==> config.mk <==
export PLATFORM = sky130hd
export DESIGN_NAME = descrambler_ctrl
export DESIGN_NICKNAME = d
export VERILOG_FILES = /design/src/rtl/descrambler_ctrl_pkg.sv /design/src/rtl/descrambler_ctrl_frame_phase.sv /design/src/rtl/descrambler_ctrl.sv
export SDC_FILE = /design/constraint.sdc
export NUM_CORES = 1
export LEC_CHECK = 0
export BUFFER_PORTS_ARGS = -buffer_cell sky130_fd_sc_hd__buf_2
export CORE_MARGIN = 1.5
export CORE_UTILIZATION = 56
export CTS_BUF_LIST = sky130_fd_sc_hd__clkbuf_16
export DETAILED_ROUTE_END_ITERATION = 7
export HOLD_SLACK_MARGIN = 0.06
export PLACE_DENSITY = 0.9
export SYNTH_ARGS = -nofsm -noshare
export SYNTH_HDL_FRONTEND = slang
export SYNTH_SLANG_ARGS = --single-unit
==> constraint.sdc <==
create_clock -name clock -period 3.3 [get_ports clock]
set_input_delay 0.66 -clock clock [delete_from_list [all_inputs] [get_ports clock]]
set_output_delay 0.66 -clock clock [all_outputs]
set_load 0.005 [all_outputs]
==> src/rtl/descrambler_ctrl_pkg.sv <==
// Shared types and sizing helpers for the lpGBT descrambler sequencing controller.
package descrambler_ctrl_pkg;

  typedef enum logic [1:0] {IDLE, ALIGN, FLUSH, RUN} ctrlState;

  localparam int DESCR_WIDTH       = 36;
  localparam int CLK_PER_FRAME_DEF = 8;
  localparam int ENABLE_PHASE_DEF  = 3;

  // Bits needed to hold any value in 0..maxVal.
  function automatic int cntWidth(input int maxVal);
    return (maxVal < 2) ? 1 : $clog2(maxVal + 1);
  endfunction

endpackage

==> src/rtl/descrambler_ctrl_frame_phase.sv <==
// Frame phase counter: tracks clock position within a frame and flags misplaced frame syncs.
module frame_phase_counter
  import descrambler_ctrl_pkg::*;
#(
  parameter int CLK_PER_FRAME = CLK_PER_FRAME_DEF,
  localparam int CNT_W = cntWidth(CLK_PER_FRAME - 1)
) (
  input  logic             clock,
  input  logic             reset_n,
  input  logic             hold,
  input  logic             frameSync,
  output logic [CNT_W-1:0] cntNext,
  output logic             misplaced
);

  localparam logic [CNT_W-1:0] LAST = CNT_W'(CLK_PER_FRAME - 1);

  logic [CNT_W-1:0] cnt;

  always_comb begin
    cntNext = cnt + 1'b1;
    if (hold || frameSync || cnt == LAST) cntNext = '0;
  end

  // A sync is only legitimate on the last clock of the frame.
  assign misplaced = frameSync && (cnt != LAST);

  always_ff @(posedge clock or negedge reset_n) begin
    if (!reset_n) cnt <= '0;
    else          cnt <= cntNext;
  end

endmodule

==> src/rtl/descrambler_ctrl.sv <==
// Descrambler sequencer: frame-rate enable strobe, frame-aligned bypass, flush masking and lock/error status.
// state | meaning
// IDLE  | controller disabled, phase counter held at 0
// ALIGN | waiting for first frame sync, no enables issued
// FLUSH | enables issued, history register refilling, output masked
// RUN   | locked, output valid the cycle after each enable
module descrambler_ctrl
  import descrambler_ctrl_pkg::*;
#(
  parameter int CLK_PER_FRAME = CLK_PER_FRAME_DEF,
  parameter int ENABLE_PHASE  = ENABLE_PHASE_DEF,
  parameter int FLUSH_WORDS   = 1,
  parameter int ERR_CNT_W     = 8
) (
  input  logic                 clock,
  input  logic                 reset_n,
  input  logic                 cfg_enable_i,
  input  logic                 cfg_bypass_i,
  input  logic                 frame_sync_i,
  output logic                 descr_enable_o,
  output logic                 descr_bypass_o,
  output logic                 data_valid_o,
  output logic                 locked_o,
  output logic                 phase_err_o,
  output logic [ERR_CNT_W-1:0] err_cnt_o
);

  localparam int CNT_W   = cntWidth(CLK_PER_FRAME - 1);
  localparam int FLUSH_W = cntWidth(FLUSH_WORDS);
  localparam logic [CNT_W-1:0]   ENABLE_CNT = CNT_W'(ENABLE_PHASE);
  localparam logic [FLUSH_W-1:0] FLUSH_LOAD = FLUSH_W'(FLUSH_WORDS);

  ctrlState           state, stateNext;
  logic [FLUSH_W-1:0] flushCnt, flushNext;
  logic [CNT_W-1:0]   cntNext;
  logic               misplaced, framing, phaseErr, bypassFall, restart;

  frame_phase_counter #(.CLK_PER_FRAME(CLK_PER_FRAME)) uPhase (
    .clock     (clock),
    .reset_n   (reset_n),
    .hold      (state == IDLE),
    .frameSync (frame_sync_i),
    .cntNext   (cntNext),
    .misplaced (misplaced)
  );

  assign framing    = (state == FLUSH) || (state == RUN);
  assign phaseErr   = misplaced && framing;
  // History register was zeroed while bypassed, so leaving bypass needs a refill.
  assign bypassFall = descr_enable_o && descr_bypass_o && !cfg_bypass_i;
  assign restart    = phaseErr || (bypassFall && framing);

  always_comb begin
    stateNext = state;
    flushNext = flushCnt;
    if (!cfg_enable_i) begin
      stateNext = IDLE;
      flushNext = '0;
    end else begin
      case (state)
        IDLE: stateNext = ALIGN;
        ALIGN: if (frame_sync_i) begin
          stateNext = FLUSH;
          flushNext = FLUSH_LOAD;
        end
        FLUSH: if (restart) begin
          flushNext = FLUSH_LOAD;
        end else if (descr_enable_o) begin
          if (flushCnt == FLUSH_W'(1)) begin
            stateNext = RUN;
            flushNext = '0;
          end else begin
            flushNext = flushCnt - 1'b1;
          end
        end
        RUN: if (restart) begin
          stateNext = FLUSH;
          flushNext = FLUSH_LOAD;
        end
        default: stateNext = IDLE;
      endcase
    end
  end

  always_ff @(posedge clock or negedge reset_n) begin
    if (!reset_n) begin
      state          <= IDLE;
      flushCnt       <= '0;
      descr_enable_o <= 1'b0;
      descr_bypass_o <= 1'b1;
      data_valid_o   <= 1'b0;
      locked_o       <= 1'b0;
      phase_err_o    <= 1'b0;
      err_cnt_o      <= '0;
    end else begin
      state          <= stateNext;
      flushCnt       <= flushNext;
      descr_enable_o <= ((stateNext == FLUSH) || (stateNext == RUN)) && (cntNext == ENABLE_CNT);
      data_valid_o   <= descr_enable_o && (state == RUN) && cfg_enable_i;
      locked_o       <= (stateNext == RUN);
      phase_err_o    <= phaseErr;
      if (phaseErr && (err_cnt_o != '1)) err_cnt_o <= err_cnt_o + 1'b1;
      if ((state == IDLE) || (state == ALIGN) || descr_enable_o) descr_bypass_o <= cfg_bypass_i;
    end
  end

endmodule
== Yosys cells after proc, flatten, opt, wreduce, memory -nomap -nowiden ==
Cells that the tools add are included.

* Equality and inequality tests: 13
* Add/sub/neg operators: 3
* Muxes and demuxes: 15
* Reduce and logical (&&, ||, !) cells: 19

{| class="wikitable"
|+ Operator list
! cell !! count
|-
| two-way mux 2 bit || 6
|-
| logical AND 1 bit || 9
|-
| != test 3 bit (second input constant) || 3
|-
| adder 8 x 1 -> 8 bit (second input constant) || 1
|-
| == test 2 bit (second input constant) || 4
|-
| != test 8 bit (second input constant) || 1
|-
| one-hot mux 2 bit (4 select lines) || 1
|-
| logical OR 1 bit || 7
|-
| two-way mux 1 bit || 6
|-
| != test 4 x 1 -> 1 bit (second input constant) || 1
|-
| != test 4 bit (second input constant) || 1
|-
| AND reduction 4 bit || 1
|-
| adder 3 x 1 -> 3 bit (second input constant) || 1
|-
| == test 3 x 2 -> 1 bit (second input constant) || 1
|-
| == test 3 bit (second input constant) || 1
|-
| two-way mux 3 bit || 1
|-
| one-hot mux 1 bit (3 select lines) || 1
|-
| == test 2 x 1 -> 1 bit (second input constant) || 1
|-
| logical NOT 2 bit || 1
|-
| logical NOT 1 bit || 1
|-
| subtractor 1 bit (second input constant) || 1
|}

* Bits in registers: 19

== Longest topological paths before layout ==
Gate-level depths: netlist (run 1).

* Depth after elaboration: 10
* Gate-level depth with buffers: 6
* Depth with buffers taken out: 5

== Cells and area by module ==
A second synthesis (run 1) with hierarchy kept.

* Cells, all modules: 78
* Area total of the unflattened synthesis: 925.9 um^2

{| class="wikitable"
|+ Modules (own cells, without submodules)
! module !! sequential area each (um^2) !! area each (um^2) !! times used !! cells each
|-
| descrambler_ctrl || 401.6 || 793.3 || 1 || 69
|-
| frame_phase_counter || 75.1 || 132.6 || 1 || 9
|}

== Worst setup path after synthesis (run 1) ==
OpenSTA, ideal clock, no wires.

* Kind: reg-to-reg
* Start point: register uPhase.cnt[0]
* End point: register err_cnt_o[7]
* Data arrival time: 1,495 ps
* Cell stages (with the launch flop): 7
* Path buffers: 1
* Slack: 1,680 ps
* Clock period less this slack: 1,620 ps
* Cells stage by stage: dfrtp_1 > ha_1 > ha_1 > and3b_1 > buf_6 > nand4_1 > mux2_4

* Cells in the longest elaborated chain, start to end: 4

{| class="wikitable"
|+ RTL lines
! item !! line !! text
|-
| from (decl) || descrambler_ctrl_frame_phase.sv:18 || <nowiki>logic [CNT_W-1:0] cnt;</nowiki>
|-
| from (signal assigned) || descrambler_ctrl_frame_phase.sv:30 || <nowiki>else cnt <= cntNext;</nowiki>
|-
| != test 3 bit || descrambler_ctrl_frame_phase.sv:26 || <nowiki>assign misplaced = frameSync && (cnt != LAST);</nowiki>
|-
| logical AND 1 bit || descrambler_ctrl_frame_phase.sv:26 ||
|-
| logical AND 1 bit || descrambler_ctrl.sv:48 || <nowiki>assign phaseErr = misplaced && framing;</nowiki>
|-
| via phaseErr || descrambler_ctrl.sv:36 || <nowiki>logic misplaced, framing, phaseErr, bypassFall, restart;</nowiki>
|-
| logical AND 1 bit || descrambler_ctrl.sv:102 || <nowiki>if (phaseErr && (err_cnt_o != '1)) err_cnt_o <= err_cnt_o + 1'b1;</nowiki>
|-
| to (signal assigned) || descrambler_ctrl.sv:102 ||
|-
| to (decl) || descrambler_ctrl.sv:25 || <nowiki>output logic [ERR_CNT_W-1:0] err_cnt_o</nowiki>
|}

The timed path passes the listed nets, and every way through them passes these cells.
A chain may end at the register's enable or synchronous reset.

== Worst setup path in the final report (run 1) ==
* Start point: register uPhase.cnt[0]
* End point: register err_cnt_o[7]

* Cells in the longest elaborated chain, start to end: 4

{| class="wikitable"
|+ RTL lines
! item !! line
|-
| != test 3 bit || descrambler_ctrl_frame_phase.sv:26
|-
| logical AND 1 bit || descrambler_ctrl_frame_phase.sv:26
|-
| logical AND 1 bit || descrambler_ctrl.sv:48
|-
| logical AND 1 bit || descrambler_ctrl.sv:102
|}

No other way between the ends.

==> impl_metrics.ini, run 1 <==
[grt]
grt_pass1_vias = 584
grtUsageTotal_pct = 19.9
grt_pass1_wl_microns = 2680
grt_antenna_before_repair = 0
grt_overflow = 0
grt_start_max_net_pins = 20

[synth]
syn_nets = 85
synth.area.top_cells = dfrtp_1 (49%), ha_1 (4.1%), nand2b_1 (4.1%), mux2_4 (3.3%), dfstp_2 (2.9%)
avgSynthCellArea_sq_um = 11.9
ys_seq_elements = 19
yosysSeqAreaShare_pct = 51.9
synth_cell_type_count = 34
async_reset_ff_share_pct = 100
yosys_warnings = 0
synth_top_area_cell = dfrtp_1
synth.cell_area_sq_um = 918
synth_top_area_share_pct = 49.0
synthCells = 77
synth_edf_count = 0
synth_ff_type = dfrtp_1

[drt]
drtIter0Drc = 19
route.detailed.drc = 0
vias = 687
wl_microns = 1520
wl_per_cell_microns = 13.6
detail-route-antenna-nets = 0
via_per_inst = 6.13
first_pass_iters = 4

[critical_path]
cp.arrival_ns = 1.95
cp.required_ns = 3.43
end_kind = flip-flop
cp-start-kind = flip-flop
worstSetupPathType = reg2reg
crit_fanout = 10

[job]
max_cap_violations = 0

[clock_tree]
clock-root-buffer = clkbuf_16
clk_latency_ns = 0.25
cts_resized = 0
clk_path_buf_depth = 2
post_cts_buffers = 0
clk_pin_slew_ns = 0.05
h-tree-depth = 1
clock-sinks = 19
cts_tree = yes
cts_hold_buf = 0
cts_buffers = 3

[die]
fp.dieArea_sq_um = 1890
io_pins = 18
dieWidth_microns = 43.5
start_util_pct = 60.3
die_h_microns = 43.5
coreArea_sq_um = 1520
fp-row-count = 14

[sta]
fin_skew_ns = 0.00373
grt_setup_unrepaired = no
finalCritPeriodShare_pct = 55.0
period_needed_ns = 1.81
hold_violations = 0
final_max_slew_viol_count = 0
timing.fmax_ghz = 0.551
fin_setup_tns_ns = 0
setup_viol = 0
tightest_slew_ns = 0.412
relSlewSlack_pct = 72.5

[power]
p_leak_nw = 0.564
power.density_nw_per_um2 = 610
p_seq_share_pct = 46.6
netSwitchingPower_mw = 0.177
comb_power_share_pct = 16.7
totalPowerFinal_mw = 0.661
power_report.internal_total_mw = 0.484
peakVddDrop_uv = 375
p_clk_share_pct = 36.7
swShare_pct = 26.8

[placement]
gp_congestion = 0.789
portBuffers = 17
dp_hpwl_microns = 1020

[worst_hold_path]
hp-class = in2async

[finish]
drive_above_1_share_pct = 27.1
antennaDiodeCount = 0
area_growth_pct = 18.0
num-nets-final = 105

[outcome]
outcome = complete, no violations
==> final timing paths <==
path                       depth (start not counted)                    start  slack [ns]                    endpoint
max reg2reg                                        5  uPhase.cnt[0]$_DFF_PN0_        1.49    err_cnt_o[7]$_DFFE_PN0P_
min                                                1                  reset_n        0.34    err_cnt_o[7]$_DFFE_PN0P_
min in group clock                                 1  uPhase.cnt[0]$_DFF_PN0_        0.46     uPhase.cnt[0]$_DFF_PN0_
max                                                5  uPhase.cnt[0]$_DFF_PN0_        1.49    err_cnt_o[7]$_DFFE_PN0P_
min reg2reg                                        1  uPhase.cnt[0]$_DFF_PN0_        0.46     uPhase.cnt[0]$_DFF_PN0_
max in group asynchronous                          1                  reset_n        2.64  descr_bypass_o$_DFFE_PN1P_
==> cell families (layout without fill, tap and decap cells) <==
group	Yosys count	in the layout	synth area share (%)
adders and majority gates	3	3	4.09
and+or+nand+nor	31	31	21.5
xor gates and xnor gates	2	2	1.91
buffers and inverters	3	22	2.45
AOI/OAI and AO/OA	14	14	11.2
muxes	5	5	6.95
DFF	19	19	51.9
==> synthesized netlist by cell type, types with 2 or more instances <==
cell,number
dfrtp_1,18
nand2b_1,6
nand4_1,4
nor2_1,4
a21oi_1,3
and2_1,3
ha_1,3
a41oi_1,2
and3b_1,2
and4_1,2
mux2_1,2
mux2_4,2
nand2_1,2
nand3_1,2
o21ai_0,2
xnor2_1,2
==> power by group through the flow <==
stage | logic [mW] | clock network (mW) | registers, mW
2_1_floorplan | 0.0659 | 0 | 0.307
3_3_place_gp | 0.107 | 0 | 0.309
3_5_place_dp | 0.112 | 0 | 0.311
4_1_cts | 0.113 | 0.247 | 0.308
5_1_grt | 0.126 | 0.256 | 0.315
6_report | 0.110 | 0.243 | 0.308
==> critical path, cell delays in order (launching register included) <==
cell	delay (ns)
dfrtp_1	0.39
ha_1	0.20
ha_1	0.20
and3b_1	0.42
nand4_1	0.17
mux2_4	0.32
==> layer usage <==
metal  part of all wire [%]  vias up  GRT usage, %
met5                      0        -             0
met4                   0.72        0          7.27
met3                    6.2        2          8.75
met2                     45       26          27.5
met1                     48      332          27.7
li1                       -      327             -
==> metrics by stage <==
| stage | instances | utilization (%) | cell area (sq um) | setup WS (ns) | hold slack [ns] |
|---|---|---|---|---|---|
| floorplan | 77 | - | 918 | 1.68 | 0.364 |
| finish | 112 | 71.1 | 1080 | 1.49 | 0.340 |
| global route | 112 | 71.1 | 1080 | 1.35 | 0.377 |
| CTS | 112 | 71.1 | 1080 | 1.49 | 0.355 |
| detailed placement | 108 | 65.9 | 1000 | 1.50 | 0.456 |
| global placement | 108 | 65.9 | 1000 | 1.54 | 0.444 |
==> cell type report <==
class	count	area [sq um]
clock inverter	1	3.75
timing repair buffer	17	85.1
tap	16	20.0
inverter	1	3.75
sequential	19	477
clock buffer	3	75.1
multi-input combinational	55	419
fill	98	440
==> registers in the layout, indices dropped and copies added (netlist names) <==
| name | count |
|---|---|
| data_valid_o | 1 |
| descr_bypass_o | 1 |
| descr_enable_o | 1 |
| err_cnt_o | 8 |
| flushCnt | 1 |
| locked_o | 1 |
| phase_err_o | 1 |
| state | 2 |
| uPhase.cnt | 3 |
==> placed cells by master (no fill, tap or decap) <==
| cell | Yosys | routed |
|---|---|---|
| a31oi_1 | 1 | 1 |
| xnor2_1 | 2 | 2 |
| o21a_1 | 1 | 1 |
| a21o_1 | 1 | 1 |
| nand2b_1 | 6 | 6 |
| a21oi_1 | 3 | 3 |
| nand3b_1 | 1 | 1 |
| mux2_1 | 2 | 2 |
| and3b_1 | 2 | 2 |
| and2_1 | 3 | 3 |
| nor2b_1 | 1 | 1 |
| clkbuf_16 | 0 | 3 |
| nor2_1 | 4 | 4 |
| o21ai_0 | 2 | 2 |
| ha_1 | 3 | 3 |
| nand3_1 | 2 | 2 |
| nand2_1 | 2 | 2 |
| inv_1 | 1 | 2 |
| nand4_2 | 1 | 1 |
| dfrtp_1 | 18 | 18 |
| and3_1 | 1 | 1 |
| o211a_1 | 1 | 1 |
| o2111ai_1 | 1 | 1 |
| a41oi_1 | 2 | 2 |
| mux2_4 | 2 | 2 |
| mux2_2 | 1 | 1 |
| o2111a_1 | 1 | 1 |
| nand4_1 | 4 | 4 |
| nor4_1 | 1 | 1 |
| dfstp_2 | 1 | 1 |
| and4_1 | 2 | 2 |
| and4b_1 | 1 | 1 |
| o21ai_2 | 1 | 1 |
| buf_2 | 0 | 17 |
(Power assumes the default switching activity.)
==> run 2, diff against run 1 <==
CORE_UTILIZATION = 52   (was 56)
PLACE_DENSITY = 0.85   (was 0.9)
clock period = 1.8 ns   (was 3.3 ns; I/O delays follow)
==> run 2 against run 1 <==
  * Setup slack worse by 1.4 ns
  * Core utilization down 5.8 points
  * Cell count is 2.7% higher
  * Worst hold slack improved by 0.023 ns
  * Total power rose by 84%
  * Combinational power increased by 95%
  * Via count decreased by 2.0%
  * Fmax grew 8.8%
  * Sequential cell count did not move
  * Largest power group unchanged
  * Highest routed layer unchanged
==> impl_metrics.ini, run 2 (same netlist as run 1, synthesis figures left out) <==
[finish]
num-nets-final = 107
largest_reg_flops = 8
multiInputGateArea_sq_um = 420
stdcell_count = 115
antennaDiodeCount = 0
area_growth_pct = 20.2
fillers = 129
drive_above_1_share_pct = 28.6
final_common_cell = dfrtp_1
largest-register = err_cnt_o
seq_area_sq_um = 477
layout_common_cells = dfrtp_1 (18), buf_2 (17), nand2b_1 (6), nor2_1 (4), nand4_1 (4)
reg_top3 = err_cnt_o (8), uPhase.cnt (3), state (2)

[die]
fp.dieArea_sq_um = 2030
start_util_pct = 54.4
die_h_microns = 45.0
fp-row-count = 15
dieWidth_microns = 45.0
io_pins = 18
coreArea_sq_um = 1690

[clock_tree]
clk_latency_ns = 0.24
post_cts_buffers = 0
clock-root-buffer = clkbuf_16
h-tree-depth = 1
cts_tree = yes
clk_path_buf_depth = 2
clock-sinks = 19
cts_buffers = 3
clk_pin_slew_ns = 0.05

[power]
power.density_nw_per_um2 = 1100
peakVddDrop_uv = 751
swShare_pct = 26.8
p_clk_share_pct = 35.9
power_report.internal_total_mw = 0.890
p_leak_nw = 0.573
comb_power_share_pct = 17.6
p_seq_share_pct = 46.6
netSwitchingPower_mw = 0.326

[placement]
portBuffers = 17
place_inst = 110
place_ws_ns = 0.0873
gp_congestion = 0.770
dp_hpwl_microns = 1130

[outcome]
outcome = complete, no violations

[sta]
layout_setup_ws_ns = 0.133
final_max_slew_viol_count = 0
fin_setup_tns_ns = 0
hold_violations = 0
timing.fmax_ghz = 0.600
fin_skew_ns = 0.00199
period_needed_ns = 1.67
setup_viol = 0
grt_setup_unrepaired = no
relSlewSlack_pct = 74.0
tightest_slew_ns = 0.391
finalCritPeriodShare_pct = 92.6

[critical_path]
crit_slowest_cell = dfrtp_1
cpMostUsedCell = ha_1
cp.arrival_ns = 1.80
cp.required_ns = 1.93
worst-r2r-cell-count = 5
crit_fanout = 6
timing.rr.end = err_cnt_o[7]$_DFFE_PN0P_
critPathTopFamily = simple AND/OR/NAND/NOR gates
end_kind = flip-flop
ff2ff_setup_slack_ns = 0.13
worstSetupPathType = reg2reg
worstReg2RegStart = uPhase.cnt[0]$_DFF_PN0_
cp-start-kind = flip-flop
crit_chain = ha_1 > ha_1 > and3b_2 > nand4_1 > mux2_4
cp_num_buf_inv = 0
slowest_delay_ns = 0.39

[grt]
grt_pass1_vias = 604
grt_overflow = 0
grt_start_max_net_pins = 20
grt_pass1_wl_microns = 2630
grt_antenna_before_repair = 0
grtUsageTotal_pct = 18.4

[worst_hold_path]
holdPathEnd = descr_bypass_o$_DFFE_PN1P_
whs_path_depth = 2
hp-class = in2reg
hp-start = cfg_bypass_i

[drt]
via_per_inst = 5.85
route.detailed.drc = 0
wl_microns = 1630
vias = 673
detail-route-antenna-nets = 0
wl_per_cell_microns = 14.1
first_pass_iters = 4
drtIter0Drc = 19

[job]
max_cap_violations = 0
[run 2: cell types whose count changed in the layout (fill, tap and decap cells not counted)]
cell           delta
buf_4             +1
dlygate4sd3_1     +1
and3b_2           +1
and3b_1           -1
[run 2: layout make-up]
class / instances / share of cell area [%]
inverters: 1 / 0.340
flip-flops and latches: 19 / 43.2
multi-input cells: 55 / 38.1
well taps: 17 / 1.93
repair buffers: 19 / 9.30
clock buffers: 3 / 6.80
clock inverters: 1 / 0.340
[run 2: power groups by stage]
| stage | sequential, mW | clock, mW | combinational, mW |
|---|---|---|---|
| 3_5_place_dp | 0.570 | 0 | 0.211 |
| 6_report | 0.566 | 0.436 | 0.214 |
| 4_1_cts | 0.565 | 0.445 | 0.217 |
| 2_1_floorplan | 0.563 | 0 | 0.121 |
| 5_1_grt | 0.582 | 0.463 | 0.244 |
| 3_3_place_gp | 0.568 | 0 | 0.199 |
[run 2: worst max path at each step]
stage / slack [ns] / from / end / cells past startpoint
after floorplan: 0.18 / uPhase.cnt[0]$_DFF_PN0_ / err_cnt_o[7]$_DFFE_PN0P_ / 6
after global placement: 0.13 / uPhase.cnt[0]$_DFF_PN0_ / err_cnt_o[7]$_DFFE_PN0P_ / 5
after detailed placement: 0.09 / uPhase.cnt[0]$_DFF_PN0_ / err_cnt_o[5]$_DFFE_PN0P_ / 5
after CTS: 0.06 / uPhase.cnt[0]$_DFF_PN0_ / err_cnt_o[5]$_DFFE_PN0P_ / 5
after global routing: 0.06 / uPhase.cnt[0]$_DFF_PN0_ / err_cnt_o[7]$_DFFE_PN0P_ / 5
final: 0.13 / uPhase.cnt[0]$_DFF_PN0_ / err_cnt_o[7]$_DFFE_PN0P_ / 5
[run 2: per-stage QoR]
step	power, mW	cell area (sq um)	hold WS, ns	utilization [%]
floorplan	0.684	918	0.0644	-
global placement	0.767	1010	0.309	60.0
detailed placement	0.781	1010	0.312	60.0
CTS	1.23	1100	0.361	65.3
global route	1.29	1100	0.370	65.3
finish	1.22	1100	0.364	65.3
[run 2: repair_timing]
item	in CTS	in global routing
gates resized for setup	0	1
setup endpoints to repair	0	2
hold buffers	1	0
hold endpoints to repair	18	0
[run 2: layer usage]
metal	routed length, microns	global-route usage (%)	vias up
met1	745	24.2	325
li1	-	-	329
met4	12	7.06	0
met5	0	0	-
met3	51	3.60	2
met2	816	29.7	17
[run 2: worst reg2reg max path, cell delays in order, from the launching register on]
cell and delay, ns:
dfrtp_1 0.39, ha_1 0.21, ha_1 0.19, and3b_2 0.32, nand4_1 0.13, mux2_4 0.31
